**src/rtl/dmem_bridge.sv**
```systemverilog
// Memory-stage data-side adapter: captures one load/store, maps kseg0/kseg1 to
// physical, runs the req/addr_ok/data_ok handshake and stalls the pipeline meanwhile.
module dmem_bridge #(
    parameter int KSEG_MAP = 1,
    parameter int DATA_W   = 32
) (
    input  logic              clk,
    input  logic              reset,
    input  logic              en_m,
    input  logic [3:0]        we_m,
    input  logic [1:0]        size_m,
    input  logic [31:0]       addr_m,
    input  logic [DATA_W-1:0] wdata_m,
    input  logic              cancel_m,
    output logic [DATA_W-1:0] rdata_m,
    output logic              stall_m,
    output logic              data_req,
    output logic              data_wr,
    output logic [1:0]        data_size,
    output logic [31:0]       data_addr,
    output logic [DATA_W-1:0] data_wdata,
    input  logic              data_addr_ok,
    input  logic [DATA_W-1:0] data_rdata,
    input  logic              data_data_ok
);

    typedef enum logic [1:0] {
        IDLE = 2'd0,
        REQ  = 2'd1,
        WAIT = 2'd2,
        HOLD = 2'd3
    } state_t;

    state_t            state_q, state_d;
    logic              req_q, req_d;
    logic              wr_q, wr_d;
    logic [1:0]        size_q, size_d;
    logic [31:0]       addr_q, addr_d;
    logic [DATA_W-1:0] wdata_q, wdata_d;
    logic [DATA_W-1:0] rdata_q, rdata_d;

    logic              issue;
    logic [31:0]       mapped_addr;

    // Reset is folded in so the stall drops in the very cycle reset is asserted.
    assign issue = (state_q == IDLE) && en_m && !cancel_m && !reset;

    assign mapped_addr = ((KSEG_MAP != 0) && (addr_m[31:30] == 2'b10))
                         ? {3'b000, addr_m[28:0]} : addr_m;

    always_comb begin
        state_d = state_q;
        req_d   = req_q;
        wr_d    = wr_q;
        size_d  = size_q;
        addr_d  = addr_q;
        wdata_d = wdata_q;
        rdata_d = rdata_q;
        case (state_q)
            IDLE: begin
                if (issue) begin
                    state_d = REQ;
                    req_d   = 1'b1;
                    wr_d    = |we_m;
                    size_d  = size_m;
                    addr_d  = mapped_addr;
                    wdata_d = wdata_m;
                end
            end
            REQ: begin
                if (data_addr_ok) begin
                    req_d = 1'b0;
                    if (data_data_ok) begin
                        state_d = HOLD;
                        if (!wr_q) begin
                            rdata_d = data_rdata;
                        end
                    end else begin
                        state_d = WAIT;
                    end
                end
            end
            WAIT: begin
                if (data_data_ok) begin
                    state_d = HOLD;
                    if (!wr_q) begin
                        rdata_d = data_rdata;
                    end
                end
            end
            HOLD: begin
                state_d = IDLE;
            end
            default: begin
                state_d = IDLE;
                req_d   = 1'b0;
            end
        endcase
    end

    always_ff @(posedge clk or posedge reset) begin
        if (reset) begin
            state_q <= IDLE;
            req_q   <= 1'b0;
            wr_q    <= 1'b0;
            size_q  <= 2'd0;
            addr_q  <= 32'd0;
            wdata_q <= '0;
            rdata_q <= '0;
        end else begin
            state_q <= state_d;
            req_q   <= req_d;
            wr_q    <= wr_d;
            size_q  <= size_d;
            addr_q  <= addr_d;
            wdata_q <= wdata_d;
            rdata_q <= rdata_d;
        end
    end

    assign stall_m    = issue || (state_q == REQ) || (state_q == WAIT);
    assign data_req   = req_q;
    assign data_wr    = wr_q;
    assign data_size  = size_q;
    assign data_addr  = addr_q;
    assign data_wdata = wdata_q;
    assign rdata_m    = rdata_q;

endmodule

```
**config.mk**
```make
export PLATFORM = sky130hd
export DESIGN_NAME = dmem_bridge
export DESIGN_NICKNAME = d
export VERILOG_FILES = /design/src/rtl/dmem_bridge.sv
export SDC_FILE = /design/constraint.sdc
export NUM_CORES = 1
export LEC_CHECK = 0
export CORE_MARGIN = 4
export CORE_UTILIZATION = 43
export DETAILED_ROUTE_END_ITERATION = 16
export GPL_ROUTABILITY_DRIVEN = 0
export GPL_TIMING_DRIVEN = 0
export PLACE_DENSITY_LB_ADDON = 0.12
export SYNTH_ARGS = -nofsm -noshare
export SYNTH_HDL_FRONTEND = slang
export SYNTH_SLANG_ARGS = --single-unit
```
**constraint.sdc**
```tcl
create_clock -name clk -period 5.75 [get_ports clk]
set_input_delay 0.575 -clock clk [delete_from_list [all_inputs] [get_ports clk]]
set_output_delay 0.575 -clock clk [all_outputs]
set_load 0.01 [all_outputs]
```
==> Yosys cells after proc, flatten, opt, wreduce, memory -nomap -nowiden <==
Index checks and enable logic that the tools add are counted.
W data, S select, Z words.
{ "word_totals": {"regBits": 102, "latchBits": 0, "ramBits": 0, "mem_bits_ro": 0, "in_bits": 108, "out_inout_bits": 101, "word_cells": 42, "memories": 0} }
{ "classes": {"addsub": 0, "mul": 0, "div": 0, "order_cmp": 0, "eq_ne": 7, "shifts": 0, "mux": 13, "bitwise_logic": 0, "n_reduce_logical": 15} }
{ "op_table": {"columns": ["operator", "n"], "rows": [
  ["$mux W32", 4],
  ["$pmux W32 S2", 1],
  ["$pmux W2 S4", 1],
  ["$eq A2 B2 Y1 const B", 3],
  ["$mux W2", 3],
  ["$ne A2 B2 Y1 const B", 3],
  ["$reduce_and A3 Y1", 2],
  ["$reduce_and A2 Y1", 2],
  ["$reduce_bool A2 Y1", 2],
  ["$reduce_or A4 Y1", 1],
  ["$logic_and A1 B1 Y1", 3],
  ["$mux W1", 3],
  ["$eq A2 B1 Y1 const B", 1],
  ["$logic_not A1 Y1", 2],
  ["$logic_not A2 Y1", 1],
  ["$logic_or A1 B1 Y1", 2],
  ["$pmux W1 S2", 1]
]} }

==> Depth between registers and ports, before layout <==
{ "depth": {"ltp_word": 6, "depth_mapped": 7} }

==> Worst setup path after synthesis <==
No wires, ideal clock.
{ "synth_timing": {"path_kind": "reg-to-output", "startpoint": "register state_q[0]", "endpoint": "output port stall_m", "arrival_time_ns": 1.555, "t_required_ns": 5.175, "setup_slack_ns": 3.620, "stages_incl_launch_ff": 7, "cell_sequence": "dfrtp_1 > inv_1 > ha_1 > and4bb_2 > buf_4 > buf_6 > or3_1"} }
{ "synth_between": {"elab_chain_cells": 6, "elab_cells_between_ends": 8, "cone_classes": "eq/ne (2); reduce/logical (6)"} }
{ "synth_rtl": {"columns": ["element", "line", "text"], "rows": [
  ["start, declared", "34", "state_t state_q, state_d;"],
  ["start signal, assigned", "111", "state_q <= state_d;"],
  ["$logic_not A2 Y1", "46", "assign issue = (state_q == IDLE) && en_m && !cancel_m && !reset;"],
  ["$logic_and A1 B1 Y1 (3 in a row)", "46", null],
  ["$logic_or A1 B1 Y1", "121", "assign stall_m = issue || (state_q == REQ) || (state_q == WAIT);"],
  ["$logic_or A1 B1 Y1 (*)", "121", null],
  ["end, declared", "16", "output logic stall_m,"]
]} }
Mark *: on every way between the ends. The rest lies on a longest branch, timed or not.

==> Worst setup path after layout <==
{ "layout_timing": {"startpoint": "input port reset", "endpoint": "output port stall_m"} }
{ "layout_between": {"elab_chain_cells": 4} }
{ "layout_rtl": {"columns": ["element", "line", "text"], "rows": [
  ["start, declared", "8", "input logic reset,"],
  ["$logic_not A1 Y1 (no line)", null, null],
  ["$logic_and A1 B1 Y1", "46", null],
  ["$logic_or A1 B1 Y1 (2 in a row)", "121", null]
]} }
Every way passes these cells.

==> out/metrics.csv <==
metric,value,unit
status,"complete, no violations",
vias in the first global route,3186,
max-slew violation count,0,
via count,2820,
pre-CTS WS,2647,ps
largest net degree at the start of global routing,60,
asr flop ratio synth,100.0,%
clock share of power,12.8,%
shortest period the worst path allows,3085,ps
crit share post-route,53.65,%
worst hold path class,reg2reg,
Yosys warnings,0,
setup TNS,0,ps
Starting DRT DRC Count,41,
CP Class,in2out,
Clk Tree Root Cell,clkbuf_8,
# clock sinks,102,
clk_lat worst skew,350,ps
wire length per cell,17.12,µm
Max clock buf depth,2,
Net Sw Frac,29.71,%
Finished Layout Cells,577,
cell area power density,497.6,nW/µm²
Slew headroom,63.09,%
setup violators final,0,
Final Hold Fails,0,
die width,104.4,µm
DRT Pass-1 Iters,4,
CP Capture Type,output pin,
Psw,948.5,µW
Nets,577,
Synth cell types,25,
Mapped Area,3993,µm²
Synth Instances,245,
top-area cell type share of the netlist area,63.93,%
Remaining DRCs,0,
area delta synth->final,60.67,%
startpoint types,input port,
total core area,8891,µm²
final WL,9877,µm
data arrival time of the critical path,2510,ps
Layout Utilization,72.15,%
Mean Syn Cell Area,16.30,µm²
"Seq/Total Area, Yosys",63.93,%
Synth area leaders,"dfrtp_1 (64%), mux2_2 (27%), buf_6 (2.0%), ha_1 (1.3%), inv_1 (0.66%)",
Crit Path Max Fanout,10,
Via density,4.887,
Worst-path clk slew,90,ps
number of synthesized register bits,102,
Inst Count DP,562,
final antenna-violating net count,0,
Main synth FF type,dfrtp_1,
power share of the combinational group,48.1,%
CP required,5180,ps
Setup Buffers After CTS,0,
syn nets,357,
worst setup margin,2665,ps
initial antenna violation count,0,
layout cells sized above 1,27.08,%
Yosys top cell by area,dfrtp_1,
number of diodes,0,
DP HPWL,7809,µm
first-pass GRT wire length,16180,µm
Worst Tran Pin Value,553.7,ps
port buffer count,208,
maximum VDD drop,0.0002516,V
cell with the most instances after synthesis,dfrtp_1,
DIE AREA,10890,µm²
CTS Hold Bufs,0,
htree depth,3,
max-cap viol count,0,
CTS tree,yes,
power consumption,3.192,mW
Int Pwr,2.244,mW
Total GRT Usage,18.68,%
number of CTS-inserted buffers,9,
Starting Density,44.91,%
CTS resizes,0,
LEAKAGE,2.704,nW
Seq pwr share,39.1,%
Post-synth EDFFs,0,
FP Rows,34,
RSZ-0062 raised after global routing,false,
die height,104.4,µm
Max Freq,0.3242,GHz
clk_skew,16.05,ps
# IOs,209,
gr ovfl total,0,
Fillers,637,
Post-synth top cells,"dfrtp_1 (102), mux2_2 (97), buf_6 (7), inv_1 (7), ha_1 (4)",
-- sequential cells by signal (all words and copies together), names as in the netlist --
register    flops
data_addr      32
data_req        1
data_size       2
data_wdata     32
data_wr         1
rdata_m        32
state_q         2
-- power groups by stage --
stage	Sequential, mW	Combinational (mW)	Clock [mW]
after floorplan	1.43	0.472	0
after global placement	1.24	1.52	0
after detailed placement	1.27	1.56	0
after CTS	1.26	1.56	0.427
after global routing	1.30	1.64	0.453
final	1.25	1.53	0.408
-- per-layer routing --
layer	GRT usage, %	part of all wire, %	vias to the layer above
met3	6.952	9.4	16
li1	-	-	1304
met1	20.89	37	1380
met4	7.123	2.4	0
met2	32.29	51	120
met5	0	0	-
-- critical path, cell delays in order --
cell and delay [ps]:
clkdlybuf4s50_1 550, and4bb_2 260, buf_4 180, buf_6 150, or3_1 300, clkdlybuf4s50_1 500
-- path summary, 6_finish.rpt --
check	from	endpoint	slack, ps	cells after the start
worst max-delay path	reset	stall_m	2670	6
worst min-delay path	data_addr[18]$_DFFE_PP0P_	data_addr[18]$_DFFE_PP0P_	510	1
worst max register to register	state_q[1]$_DFFE_PP0P_	rdata_m[2]$_DFFE_PP0P_	3830	6
worst min register to register	data_addr[18]$_DFFE_PP0P_	data_addr[18]$_DFFE_PP0P_	510	1
max in group asynchronous	reset	state_q[1]$_DFFE_PP0P_	4380	3
min in group asynchronous	reset	data_addr[0]$_DFFE_PP0P_	690	2
-- logic make-up (layout without fill, tap and decap cells) --
family                     Yosys count  count (layout)  synth area share (%)
AOI/OAI and AO/OA                    9               9                 1.786
adders and majority gates            4               4                 1.254
buffers and inverters               18             242                 3.197
DFF                                102             102                 63.93
muxes                               97              97                 27.36
and+or+nand+nor                     15              15                 2.476
-- placed cells by master (no fill, tap or decap), types with 2 or more instances in the layout --
cell type        synthesis  layout
nand2b_1                 2       2
o21ai_0                  2       2
inv_1                    7       6
a21oi_1                  2       2
dfrtp_1                102     102
nand2_1                  2       2
mux2_2                  97      97
buf_6                    7       7
ha_1                     4       4
buf_2                    3       3
clkbuf_8                 0      11
clkdlybuf4s50_1          0     208
nand3_1                  3       3
clkinvlp_4               0       2
-- metrics by stage --
| stage | hold slack, ps | area [µm²] |
|---|---|---|
| 2_1_floorplan | 493.7 | 3993 |
| 3_3_place_gp | 485.5 | 6210 |
| 3_5_place_dp | 493.7 | 6240 |
| 4_1_cts | 516.0 | 6415 |
| 5_1_grt | 521.7 | 6415 |
| 6_report | 512.0 | 6415 |
-- cell type report --
type                       count  area, µm²  area share, %
sequential                   102       2552          39.79
timing repair buffer         209       2110          32.88
multi-input combinational    125       1313          20.46
clock buffer                  12      155.1          2.419
tap                          108      135.1          2.107
buffer                        11      101.3          1.580
inverter                       7      28.78         0.4486
clock inverter                 3      20.02         0.3121
No activity file was read; power rests on OpenSTA's default activity.
